## src/rtl/hazard_stall_unit_pkg.sv

```systemverilog
// rtl/hazard_stall_unit_pkg.sv - shared pipeline types and constants for hazard control
package hazard_stall_unit_pkg;

    typedef enum logic {
        RUN      = 1'b0,
        MEM_WAIT = 1'b1
    } hsu_state_t;

    // Instruction word the bubble/flush consumers load in place of a real op (addi x0,x0,0)
    localparam logic [31:0] NOP_INSTR = 32'h0000_0013;

    localparam logic [4:0] REG_X0 = 5'd0;

    localparam int WAIT_CNT_W = 8;

endpackage

```

## src/rtl/hazard_stall_unit_sat_counter.sv

```systemverilog
// rtl/hazard_stall_unit_sat_counter.sv - saturating event counter with synchronous clear
module sat_counter #(
    parameter int W = 32
) (
    input  logic         clk,
    input  logic         rst_n,
    input  logic         inc,
    input  logic         clr,
    output logic [W-1:0] count
);

    localparam logic [W-1:0] LP_ONE = {{(W-1){1'b0}}, 1'b1};

    logic [W-1:0] r_count;

    // Clear wins over increment; increment stops at all-ones instead of wrapping
    always_ff @(posedge clk or negedge rst_n) begin
        if (!rst_n) begin
            r_count <= '0;
        end else if (clr) begin
            r_count <= '0;
        end else if (inc && (r_count != {W{1'b1}})) begin
            r_count <= r_count + LP_ONE;
        end
    end

    assign count = r_count;

endmodule

```

## src/rtl/hazard_stall_unit.sv

```systemverilog
// rtl/hazard_stall_unit.sv - load-use, data-memory wait and branch-flush pipeline control
module hazard_stall_unit
    import hazard_stall_unit_pkg::*;
#(
    parameter int MEM_TIMEOUT = 16,
    parameter int COUNT_W     = 32
) (
    input  logic               clk,
    input  logic               rst_n,
    input  logic [4:0]         id_rs1,
    input  logic [4:0]         id_rs2,
    input  logic               id_use_rs1,
    input  logic               id_use_rs2,
    input  logic [4:0]         ex_rd,
    input  logic               ex_mem_read,
    input  logic               ex_branch_taken,
    input  logic               mem_access,
    input  logic               dmem_ready,
    input  logic               clr_counts,
    output logic               pc_stall,
    output logic               if_id_stall,
    output logic               if_id_flush,
    output logic               id_ex_stall,
    output logic               id_ex_bubble,
    output logic               ex_mem_stall,
    output logic               mem_wb_bubble,
    output logic               mem_fault,
    output logic [COUNT_W-1:0] stall_count,
    output logic [COUNT_W-1:0] flush_count
);

    localparam logic [WAIT_CNT_W-1:0] LP_TIMEOUT = WAIT_CNT_W'(MEM_TIMEOUT);
    localparam logic [WAIT_CNT_W-1:0] LP_ONE     = {{(WAIT_CNT_W-1){1'b0}}, 1'b1};

    hsu_state_t            r_state;
    hsu_state_t            w_state_nxt;
    logic [WAIT_CNT_W-1:0] r_wait_cnt;
    logic [WAIT_CNT_W-1:0] w_wait_cnt_nxt;

    logic w_memwait;
    logic w_loaduse;
    logic w_timeout;

    logic w_pc_stall;
    logic w_if_id_stall;
    logic w_if_id_flush;
    logic w_id_ex_stall;
    logic w_id_ex_bubble;
    logic w_ex_mem_stall;
    logic w_mem_wb_bubble;
    logic w_mem_fault;

    assign w_memwait = mem_access & ~dmem_ready;
    assign w_loaduse = ex_mem_read & (ex_rd != REG_X0) &
                       ((id_use_rs1 & (id_rs1 == ex_rd)) | (id_use_rs2 & (id_rs2 == ex_rd)));
    assign w_timeout = (r_state == MEM_WAIT) & (r_wait_cnt == LP_TIMEOUT) & ~dmem_ready;

    // Wait FSM state and consecutive-wait counter
    always_ff @(posedge clk or negedge rst_n) begin
        if (!rst_n) begin
            r_state    <= RUN;
            r_wait_cnt <= '0;
        end else begin
            r_state    <= w_state_nxt;
            r_wait_cnt <= w_wait_cnt_nxt;
        end
    end

    // Prioritised control decode: timeout, memory freeze, branch flush, load-use bubble
    always_comb begin
        w_pc_stall      = 1'b0;
        w_if_id_stall   = 1'b0;
        w_if_id_flush   = 1'b0;
        w_id_ex_stall   = 1'b0;
        w_id_ex_bubble  = 1'b0;
        w_ex_mem_stall  = 1'b0;
        w_mem_wb_bubble = 1'b0;
        w_mem_fault     = 1'b0;
        w_state_nxt     = RUN;
        w_wait_cnt_nxt  = '0;

        if (w_timeout) begin
            // Let the stuck MEM op retire; the trap is raised downstream
            w_mem_fault = 1'b1;
        end else if (w_memwait) begin
            w_pc_stall      = 1'b1;
            w_if_id_stall   = 1'b1;
            w_id_ex_stall   = 1'b1;
            w_ex_mem_stall  = 1'b1;
            w_mem_wb_bubble = 1'b1;
            w_state_nxt     = MEM_WAIT;
            w_wait_cnt_nxt  = r_wait_cnt + LP_ONE;
        end else if (ex_branch_taken) begin
            // ID instruction is on the wrong path, so any load-use against it is moot
            w_if_id_flush  = 1'b1;
            w_id_ex_bubble = 1'b1;
        end else if (w_loaduse) begin
            w_pc_stall     = 1'b1;
            w_if_id_stall  = 1'b1;
            w_id_ex_bubble = 1'b1;
        end
    end

    // Force controls quiet while reset is held, even if inputs look like a hazard
    assign pc_stall      = rst_n & w_pc_stall;
    assign if_id_stall   = rst_n & w_if_id_stall;
    assign if_id_flush   = rst_n & w_if_id_flush;
    assign id_ex_stall   = rst_n & w_id_ex_stall;
    assign id_ex_bubble  = rst_n & w_id_ex_bubble;
    assign ex_mem_stall  = rst_n & w_ex_mem_stall;
    assign mem_wb_bubble = rst_n & w_mem_wb_bubble;
    assign mem_fault     = rst_n & w_mem_fault;

    sat_counter #(.W(COUNT_W)) u_stall_cnt (
        .clk   (clk),
        .rst_n (rst_n),
        .inc   (w_pc_stall),
        .clr   (clr_counts),
        .count (stall_count)
    );

    sat_counter #(.W(COUNT_W)) u_flush_cnt (
        .clk   (clk),
        .rst_n (rst_n),
        .inc   (w_if_id_flush),
        .clr   (clr_counts),
        .count (flush_count)
    );

endmodule
```

## config.mk

```make
export PLATFORM = sky130hd
export DESIGN_NAME = hazard_stall_unit
export DESIGN_NICKNAME = d
export VERILOG_FILES = /design/src/rtl/hazard_stall_unit_pkg.sv /design/src/rtl/hazard_stall_unit_sat_counter.sv /design/src/rtl/hazard_stall_unit.sv
export SDC_FILE = /design/constraint.sdc
export NUM_CORES = 1
export LEC_CHECK = 0
export ABC_CLOCK_PERIOD_IN_PS = 4580
export BUFFER_PORTS_ARGS = -buffer_cell sky130_fd_sc_hd__buf_2
export CAP_MARGIN = 20
export CORE_MARGIN = 2
export CORE_UTILIZATION = 45
export CTS_BUF_LIST = sky130_fd_sc_hd__clkbuf_2 sky130_fd_sc_hd__clkbuf_4 sky130_fd_sc_hd__clkbuf_8
export CTS_CLUSTER_DIAMETER = 60
export CTS_CLUSTER_SIZE = 25
export DETAILED_ROUTE_END_ITERATION = 10
export PLACE_DENSITY = 0.73
export SYNTH_ARGS = -nofsm -noshare
export SYNTH_HDL_FRONTEND = slang
export SYNTH_HIERARCHICAL = 1
export SYNTH_SLANG_ARGS = --single-unit
```

## constraint.sdc

```tcl
create_clock -name clk -period 4.58 [get_ports clk]
set_clock_uncertainty 0.2 [all_clocks]
set_input_delay 0.458 -clock clk [delete_from_list [all_inputs] [get_ports clk]]
set_output_delay 0.458 -clock clk [all_outputs]
set_load 0.01 [all_outputs]
```

==> results of run 1 <==
## metrics by stage
step                      instances  instance area (sq um)  utilization [%]  total power [mW]  hold slack (ns)
final                           692                   5157            55.29             1.292           0.1987
after global routing            692                   5157            55.29             1.345           0.2994
after detailed placement        677                   4940            52.96            0.7523           0.3289
after CTS                       692                   5157            55.29             1.309           0.2357
after floorplan                 468                   4373                -            0.7106         -0.03759
after global placement          677                   4940            52.96            0.7498           0.3295
## sequential cells by signal (all words and copies together) (netlist names)
name	cells
r_wait_cnt	8
u_stall_cnt/count	32
u_flush_cnt/count	32
r_state	1
## cells by family after synthesis
| family | share of synthesized area (%) |
|---|---|
| fa+ha+maj | 1.145 |
| buf+inv | 3.634 |
| simple gates | 29.96 |
| flops | 41.77 |
| xor+xnor | 8.412 |
| compound gates | 11.36 |
| mux | 3.720 |
## final timing paths
kind,cells after the start,startpoint,to,slack (ns)
worst max register to register,11,r_wait_cnt[0]$_DFF_PN0_,u_stall_cnt/count[31]$_DFFE_PN0P_,1.21
min in group clk,3,dmem_ready,r_wait_cnt[6]$_DFF_PN0_,0.29
worst max-delay path,11,r_wait_cnt[0]$_DFF_PN0_,u_stall_cnt/count[31]$_DFFE_PN0P_,1.21
worst min-delay path,2,rst_n,u_stall_cnt/count[2]$_DFFE_PN0P_,0.20
max in group asynchronous,2,rst_n,u_flush_cnt/count[3]$_DFFE_PN0P_,3.41
worst min register to register,1,r_wait_cnt[0]$_DFF_PN0_,r_wait_cnt[0]$_DFF_PN0_,0.35
## worst max-delay path, cell delays in order (launching register included)
cell and delay, ns:
dfrtp_1 0.43, inv_1 0.07, ha_1 0.19, nor2b_1 0.14, nand3_1 0.15, nand2_1 0.11
o31ai_1 0.46, and3_1 0.32, nand4_1 0.12, a21o_1 0.35, nor4_1 0.36, mux2_2 0.37
## area by class of cell
type	count	share of cell area, %
clock buffer	12	2.960
clock inverter	3	1.262
inverter	19	1.383
multi-input combinational	359	46.29
sequential	73	35.42
tap	129	3.130
timing repair buffer	97	9.558
## routing by layer
layer  vias up  GRT usage [%]  part of all wire (%)
li1       1858              -                     -
met1      1862          26.51                    45
met2       108          34.29                    49
met3        13          3.729                   4.8
met4         0          7.077                   1.5
met5         -              0                     0
## synth_stat cells, types with 3 or more instances
master    count
a21o_1        6
mux2_2       10
nand4_1      12
dfrtp_1      73
and2_1        8
nor4_2        5
or4_1         7
or3_1        10
and3_1       18
ha_1          4
nand3_1      32
nand2b_1      4
nor2b_1      14
a211oi_1     10
nor3_1        8
xor2_1       18
clkbuf_1      8
o31ai_1       7
buf_2         4
xnor2_1      24
a31o_2        4
o21ai_0       8
a31oi_1       3
a21oi_1      22
nand2_1      24
nor4_1        9
nor2_1       59
buf_4         5
inv_1        19
## placed cells by master, fill, tap and decap left out, types with 8 or more instances in the layout
| cell type | synthesis | final |
|---|---|---|
| mux2_2 | 10 | 10 |
| and3_1 | 18 | 18 |
| a211oi_1 | 10 | 10 |
| nor2_1 | 59 | 59 |
| or3_1 | 10 | 10 |
| a21oi_1 | 22 | 22 |
| nand2_1 | 24 | 24 |
| and2_1 | 8 | 8 |
| buf_2 | 4 | 94 |
| nor2b_1 | 14 | 14 |
| nor4_1 | 9 | 9 |
| o21ai_0 | 8 | 8 |
| nand4_1 | 12 | 12 |
| xnor2_1 | 24 | 24 |
| nand3_1 | 32 | 32 |
| clkbuf_8 | 0 | 10 |
| inv_1 | 19 | 19 |
| nor3_1 | 8 | 8 |
| dfrtp_1 | 73 | 73 |
| xor2_1 | 18 | 18 |
## report_power, final
group / switching, mW / internal [mW] / leakage (nW) / total [mW]
registers: 0.00575 / 0.648 / 1.02 / 0.654
clock network: 0.223 / 0.330 / 0.113 / 0.553
logic: 0.0545 / 0.0300 / 1.27 / 0.0845
total: 0.283 / 1.01 / 2.40 / 1.29
==> impl_metrics.csv, run 1 <==
group,metric,value,unit
critical_path,cp_data_required_time,4.61,ns
critical_path,arrival,3.40,ns
floorplan,ios,96,
logic_synthesis,synth-main-ff-cell,"dfrtp_1",
placed_design,port-buffer-count,95,
pwr,p_per_area,250.5,nW/um^2
critical_path,critPathKind,"flop to flop",
sta,rsz0062_at_grt,"false",
sta,finalSetupViolations,0,
critical_path,end_kind,"flop",
logic_synthesis,synth_nets,496,
cts,hold_buffers,0,
cts,htree_levels,3,
placed_design,gp_congestion,0.8797,
sta,post-route-period-util,73.64,%
floorplan,dieArea,10520,sq um
cts,cts_max_path_buffers,2,
logic_synthesis,synth_cell_types,49,
sta,worst_slack,1.207,ns
cells_and_area,nFillCells,854,
min_path,hold_path.class,"input pin to async pin",
cts,root_buffer,"clkbuf_8",
sta,finalSetupTns,0,ns
cts,cts_made_buffers,9,
detailed_routing,firstDrtPassIters,4,
cells_and_area,layout-drive-gt1-share,26.11,%
floorplan,core,9328,sq um
detailed_routing,drc,0,
pwr,ir_worst_vdd,0.1380,mV
cells_and_area,multi_input_area,2387,sq um
run_status,status,"finished, final reports clean",
global_route,grt_pass1_vias,3711,
sta,relSlewSlack,39.42,%
detailed_routing,drtIter0Drc,178,
detailed_routing,ant_nets,0,
global_route,antenna_found_initial,0,
global_route,grt_pass1_wl,17310,um
logic_synthesis,synth-seq-area-share,41.77,%
global_route,overflow,0,
floorplan,die_w,102.6,um
pwr,p_leak,2.395,nW
cells_and_area,antenna_cells,0,
cts,cts.clk_slew.worst_paths,0.08,ns
logic_synthesis,ys_ff_latch,73,
cells_and_area,syn2layout_area_growth,17.94,%
logic_synthesis,avgSynthCellArea,9.344,sq um
logic_synthesis,syn_inst,468,
detailed_routing,wl_per_cell,14.64,um
cts,cts_tree,"yes",
sta,period_minus_slack,3.373,ns
cells_and_area,layout.nets,587,
logic_synthesis,synth_edf_count,0,
placed_design,dp_hpwl,7281,um
detailed_routing,via_per_inst,5.551,
floorplan,num_rows,35,
run,maxCapViolCount,0,
sta,drv_slew,0,
detailed_routing,drt-total-wl,10130,um
cts,cts_repair_resize_count,0,
logic_synthesis,yosysWarnings,6,
cells_and_area,final-seq-area,1827,sq um
global_route,grt_use_total,20.39,%
cts,clock_latency,0.34,ns
logic_synthesis,synth.top_cell.area_share,41.77,%
logic_synthesis,synth_area_leaders,"dfrtp_1 42%, nor2_1 5.1%, xnor2_1 4.8%",
sta,worst_slew_pin_slew,0.9087,ns
cts,cts_sinks,73,
critical_path,critPathMaxFanout,19,
detailed_routing,vias,3841,
sta,hold_viol_final,0,
sta,fmax,0.2965,GHz
global_route,grt_max_degree,74,
logic_synthesis,syn-cell-area,4373,sq um
critical_path,cp-start-kind,"flop",
cts,post-cts-setup-buffer-count,0,
placed_design,dp_slack,1.070,ns
floorplan,die_h,102.6,um
logic_synthesis,async_flop_share,100.0,%
floorplan,initial_core_util,46.88,%
logic_synthesis,yosysTopAreaCell,"dfrtp_1",
Note: power is estimated with default switching activity, not from simulation.
==> run 2, diff against run 1 <==
- ABC_CLOCK_PERIOD_IN_PS: 4580 -> 3380
- clock period: 4.58 -> 3.38 ns (I/O delays scaled with it)
==> run 2 against run 1 <==
Compared with the run above:
- die area is the same
- core utilization up 0.86 points
- clock-buffer cell count down 3
- total power rose by 48%
- first-iteration DRC count rose by 29%
- clock power rose by 63%
- non-clock buffer count up 2
==> impl_metrics.csv, run 2 (synthesis results as in run 1) <==
group,metric,value,unit
global_route,grt_pass1_wl,17570,um
cts,root_buffer,"clkbuf_8",
cts,cts.clk_slew.worst_paths,0.08,ns
global_route,grt_max_degree,81,
floorplan,num_rows,35,
critical_path,crit_buf_inv,1,
critical_path,rrSetupSlack,0.25,ns
global_route,grt_use_total,20.83,%
cells_and_area,multi_input_area,2392,sq um
detailed_routing,vias,3859,
critical_path,crit_family,"simple AND/OR/NAND/NOR gates",
pwr,clock_power_share,47.4,%
floorplan,ios,96,
min_path,hold_path.class,"input pin to async pin",
detailed_routing,ant_nets,0,
placed_design,port-buffer-count,95,
detailed_routing,drtIter0Drc,230,
sta,holdWs,0.07210,ns
cells_and_area,final-seq-area,1827,sq um
placed_design,gp_congestion,0.8788,
sta,drv_slew,0,
pwr,p_leak,2.428,nW
pwr,internal-power,1.487,mW
cells_and_area,layout-drive-gt1-share,26.68,%
critical_path,worstPathCellList,"inv_1 -> ha_1 -> nor2b_1 -> nand3_1 -> nand2_1 -> o31ai_2 -> and3_1 -> nand4_1 -> a21o_1 -> nor4_1 -> mux2_2",
floorplan,initial_core_util,46.88,%
pwr,ir_worst_vdd,0.2174,mV
cells_and_area,nFillCells,856,
cells_and_area,antenna_cells,0,
critical_path,critPathMaxFanout,19,
cts,post-cts-setup-buffer-count,0,
critical_path,cp-start-kind,"flop",
cts,cts_made_buffers,9,
floorplan,dieArea,10520,sq um
floorplan,core,9328,sq um
detailed_routing,drt-total-wl,10550,um
sta,fmax,0.3192,GHz
pwr,p_comb_share,6.2,%
global_route,antenna_found_initial,0,
cts,cts_repair_resize_count,0,
cts,hold_buffers,0,
floorplan,die_h,102.6,um
detailed_routing,wl_per_cell,15.18,um
pwr,switchingPower,0.4210,mW
sta,worst_slew_pin_slew,0.9211,ns
cts,cts_tree,"yes",
run,maxCapViolCount,0,
sta,finalSetupViolations,0,
cells_and_area,syn2layout_area_growth,19.77,%
sta,finalSetupTns,0,ns
critical_path,cp_data_required_time,3.40,ns
critical_path,arrival,3.15,ns
floorplan,die_w,102.6,um
sta,rsz0062_at_grt,"false",
detailed_routing,via_per_inst,5.553,
cts,htree_levels,3,
cts,cts_max_path_buffers,2,
critical_path,end_kind,"flop",
detailed_routing,firstDrtPassIters,4,
cells_and_area,final_common_cell,"buf_2",
critical_path,cp_slowest_cell,"dfrtp_1",
placed_design,dp_hpwl,7543,um
pwr,pwr-share-seq,46.4,%
critical_path,critPathKind,"flop to flop",
cells_and_area,layout.nets,589,
run_status,status,"finished, final reports clean",
sta,hold_viol_final,0,
sta,relSlewSlack,38.59,%
pwr,p_per_area,364.3,nW/um^2
cts,cts_sinks,73,
cells_and_area,utilization,56.15,%
global_route,grt_pass1_vias,3721,
cells_and_area,final_cell_mix,"94 x buf_2, 73 x dfrtp_1, 59 x nor2_1",
pwr,switching_share,22.07,%
global_route,overflow,0,
cts,clock_latency,0.34,ns
critical_path,slowest_delay,0.43,ns
detailed_routing,drc,0,
sta,post-route-period-util,92.69,%
sta,period_minus_slack,3.133,ns
-- run 2: cell count changes in the layout (fill, tap and decap cells not counted) --
| cell | previous run | this run |
|---|---|---|
| bufinv_16 | 2 | 4 |
| clkbuf_4 | 2 | 0 |
| buf_12 | 0 | 1 |
| buf_4 | 3 | 4 |
| clkbuf_8 | 10 | 9 |
| clkinvlp_4 | 0 | 1 |
| inv_6 | 0 | 1 |
| o31ai_1 | 7 | 6 |
| o31ai_2 | 0 | 1 |
-- run 2: path summary, 6_finish.rpt --
path,cells after the start,from,to
worst max-delay path,11,r_wait_cnt[0]$_DFF_PN0_,u_stall_cnt/count[31]$_DFFE_PN0P_
worst min-delay path,2,rst_n,u_stall_cnt/count[1]$_DFFE_PN0P_
worst max register to register,11,r_wait_cnt[0]$_DFF_PN0_,u_stall_cnt/count[31]$_DFFE_PN0P_
worst min register to register,1,r_wait_cnt[0]$_DFF_PN0_,r_wait_cnt[0]$_DFF_PN0_
max in group asynchronous,2,rst_n,u_stall_cnt/count[2]$_DFFE_PN0P_
min in group clk,3,dmem_ready,r_wait_cnt[6]$_DFF_PN0_
-- run 2: cell type report --
| class | instances | share of cell area [%] |
|---|---|---|
| clock buffer | 9 | 2.365 |
| sequential | 73 | 34.88 |
| timing repair buffer | 99 | 9.938 |
| inverter | 19 | 1.362 |
| multi-input combinational | 359 | 45.68 |
| tap | 129 | 3.082 |
| clock inverter | 7 | 2.699 |
-- run 2: power by group through the flow --
stage,Combinational [mW],Sequential (mW),Clock (mW)
2_1_floorplan,0.0594,0.903,0
3_3_place_gp,0.115,0.903,0
3_5_place_dp,0.119,0.904,0
4_1_cts,0.120,0.886,0.927
5_1_grt,0.134,0.887,0.961
6_report,0.118,0.886,0.904
-- run 2: worst register-to-register path: stages, from the launching register on --
cell and delay (ns):
dfrtp_1 0.43, inv_1 0.07, ha_1 0.19, nor2b_1 0.14, nand3_1 0.15, nand2_1 0.13, o31ai_2 0.32, and3_1 0.23
nand4_1 0.10, a21o_1 0.35, nor4_1 0.36, mux2_2 0.37
-- run 2: metal layers --
layer | GRT usage, % | wire [um]
met1 | 26.78 | 4594
met2 | 35.75 | 5416
met3 | 4.136 | 408
met4 | 5.949 | 133
met5 | 0 | 0
-- run 2: stage by stage --
stage | worst slack, ns | power (mW) | std cells | cell area (sq um)
floorplan | 0.4985 | 0.9629 | 468 | 4373
global placement | 0.1638 | 1.018 | 679 | 4967
detailed placement | 0.05446 | 1.023 | 679 | 4967
CTS | 0.1563 | 1.933 | 695 | 5233
global route | 0.05426 | 1.982 | 695 | 5238
finish | 0.2470 | 1.908 | 695 | 5238
==> run 3, diff against run 2 <==
==> constraint.sdc (replaced) <==
create_clock -name clk -period 3.38 [get_ports clk]
set_clock_uncertainty 0.2 [all_clocks]
set_input_delay 0.169 -clock clk [delete_from_list [all_inputs] [get_ports clk]]
set_output_delay 0.169 -clock clk [all_outputs]
set_load 0.01 [all_outputs]
==> run 3 against run 2 <==
Compared with the run above:
- sequential power is essentially flat
- first-iteration DRC count fell by 19%
- clock power fell by 33%
- die area is the same
- critical path depth decreased by 1
- core utilization is 0.86 points lower
- wire length shrank 0.97%
- cell area down 1.5%
- clock-buffer cell count up 1
- non-clock buffer count grew 1
- sequential share of layout area grew 0.54 points
- combinational power barely moved
- critical endpoint is now u_flush_cnt/count[31]$_DFFE_PN0P_
==> impl_metrics.csv, run 3 (synthesis results as in run 1) <==
group,metric,value,unit
run_status,status,"finished, final reports clean",
pwr,totalPowerFinal,1.612,mW
cells_and_area,final_common_cell,"buf_2",
critical_path,arrival,3.16,ns
sta,rsz0062_at_grt,"false",
detailed_routing,ant_nets,0,
cells_and_area,nFillCells,878,
global_route,grt_pass1_vias,3667,
placed_design,dp_hpwl,7440,um
sta,relSlewSlack,40.31,%
floorplan,dieArea,10520,sq um
detailed_routing,vias,3830,
placed_design,place_area,4960,sq um
cells_and_area,layout-drive-gt1-share,26.50,%
sta,finalSetupViolations,0,
cts,cts_tree,"yes",
global_route,grt_max_degree,72,
placed_design,port-buffer-count,95,
detailed_routing,firstDrtPassIters,5,
cells_and_area,final_cell_mix,"94 x buf_2, 73 x dfrtp_1, 59 x nor2_1",
sta,finalSetupTns,0,ns
min_path,hold_path.class,"input pin to async pin",
floorplan,initial_core_util,46.88,%
global_route,grt_use_total,20.78,%
pwr,ir_worst_vdd,0.1953,mV
global_route,grt_pass1_wl,17510,um
cts,root_buffer,"clkbuf_8",
detailed_routing,drt-total-wl,10450,um
cells_and_area,layout.nets,590,
floorplan,die_h,102.6,um
cts,cts_sinks,73,
critical_path,cp_data_required_time,3.41,ns
floorplan,num_rows,35,
detailed_routing,via_per_inst,5.511,
critical_path,end_kind,"flop",
cells_and_area,antenna_cells,0,
sta,post-route-period-util,92.51,%
cts,cts_max_path_buffers,2,
global_route,overflow,0,
sta,holdWs,0.02675,ns
cts,post-cts-setup-buffer-count,0,
cts,cts_made_buffers,9,
detailed_routing,drc,0,
cts,htree_levels,3,
sta,period_minus_slack,3.127,ns
pwr,p_per_area,312.6,nW/um^2
critical_path,critPathKind,"flop to flop",
sta,hold_viol_final,0,
critical_path,critPathMaxFanout,19,
floorplan,die_w,102.6,um
detailed_routing,wl_per_cell,15.04,um
sta,drv_slew,0,
cts,clock_latency,0.35,ns
run,maxCapViolCount,0,
cells_and_area,finalInstanceArea,5157,sq um
cells_and_area,syn2layout_area_growth,17.94,%
global_route,antenna_found_initial,0,
floorplan,ios,96,
sta,worst_slew_pin_slew,0.8954,ns
critical_path,cp-start-kind,"flop",
cts,cts.clk_slew.worst_paths,0.08,ns
detailed_routing,drtIter0Drc,187,
cells_and_area,multi_input_area,2395,sq um
sta,fmax,0.3198,GHz
floorplan,core,9328,sq um
pwr,p_leak,2.381,nW
cells_and_area,final-seq-area,1827,sq um
placed_design,gp_congestion,0.8921,
[run 3: area by class of cell]
type,instances,area share [%]
clock buffer,10,2.669
tap,129,3.130
multi-input combinational,359,46.43
inverter,19,1.383
sequential,73,35.42
clock inverter,5,0.6308
timing repair buffer,100,10.33
[run 3: timing repair]
action / CTS / global route
setup endpoints to repair: 0 / 3
endpoints found under the hold margin: 75 / 0
hold buffers: 2 / 0
resized for setup: 0 / 2
[run 3: critical path: stages, from the launching register on]
cell and delay [ns]:
dfrtp_1 0.42, inv_1 0.06, ha_1 0.18, nor2b_1 0.14
a31oi_1 0.20, and2_1 0.24, and3_1 0.30, nand4_1 0.13
a21o_1 0.38, nor4_1 0.39, mux2_2 0.37
[run 3: power breakdown]
group,internal [mW],switching (mW)
Sequential,0.878,0.00733
Clock,0.279,0.328
Combinational,0.0445,0.0749
Total,1.20,0.410
[run 3: final timing paths]
path | start | end | slack (ns) | cells past startpoint
worst min-delay path | rst_n | r_wait_cnt[6]$_DFF_PN0_ | 0.03 | 2
worst min register to register | r_wait_cnt[0]$_DFF_PN0_ | r_wait_cnt[0]$_DFF_PN0_ | 0.33 | 1
min in group clk | mem_access | r_wait_cnt[6]$_DFF_PN0_ | 0.05 | 3
worst max-delay path | r_wait_cnt[0]$_DFF_PN0_ | u_flush_cnt/count[31]$_DFFE_PN0P_ | 0.25 | 10
max in group asynchronous | rst_n | u_stall_cnt/count[16]$_DFFE_PN0P_ | 1.89 | 3
worst max register to register | r_wait_cnt[0]$_DFF_PN0_ | u_flush_cnt/count[31]$_DFFE_PN0P_ | 0.25 | 10
[run 3: routing by layer]
metal  global-route usage [%]  share of wire, %
met5                        0                 0
met4                    4.615              0.98
met3                    5.017               4.2
met2                    34.59                49
met1                    27.65                45
[run 3: metrics by stage]
stage / worst slack, ns / cells / utilization [%]
2_1_floorplan: 0.4987 / 468 / -
3_3_place_gp: 0.3262 / 678 / 53.17
3_5_place_dp: 0.2330 / 678 / 53.17
4_1_cts: 0.2171 / 695 / 55.21
5_1_grt: 0.02491 / 695 / 55.29
6_report: 0.2530 / 695 / 55.29
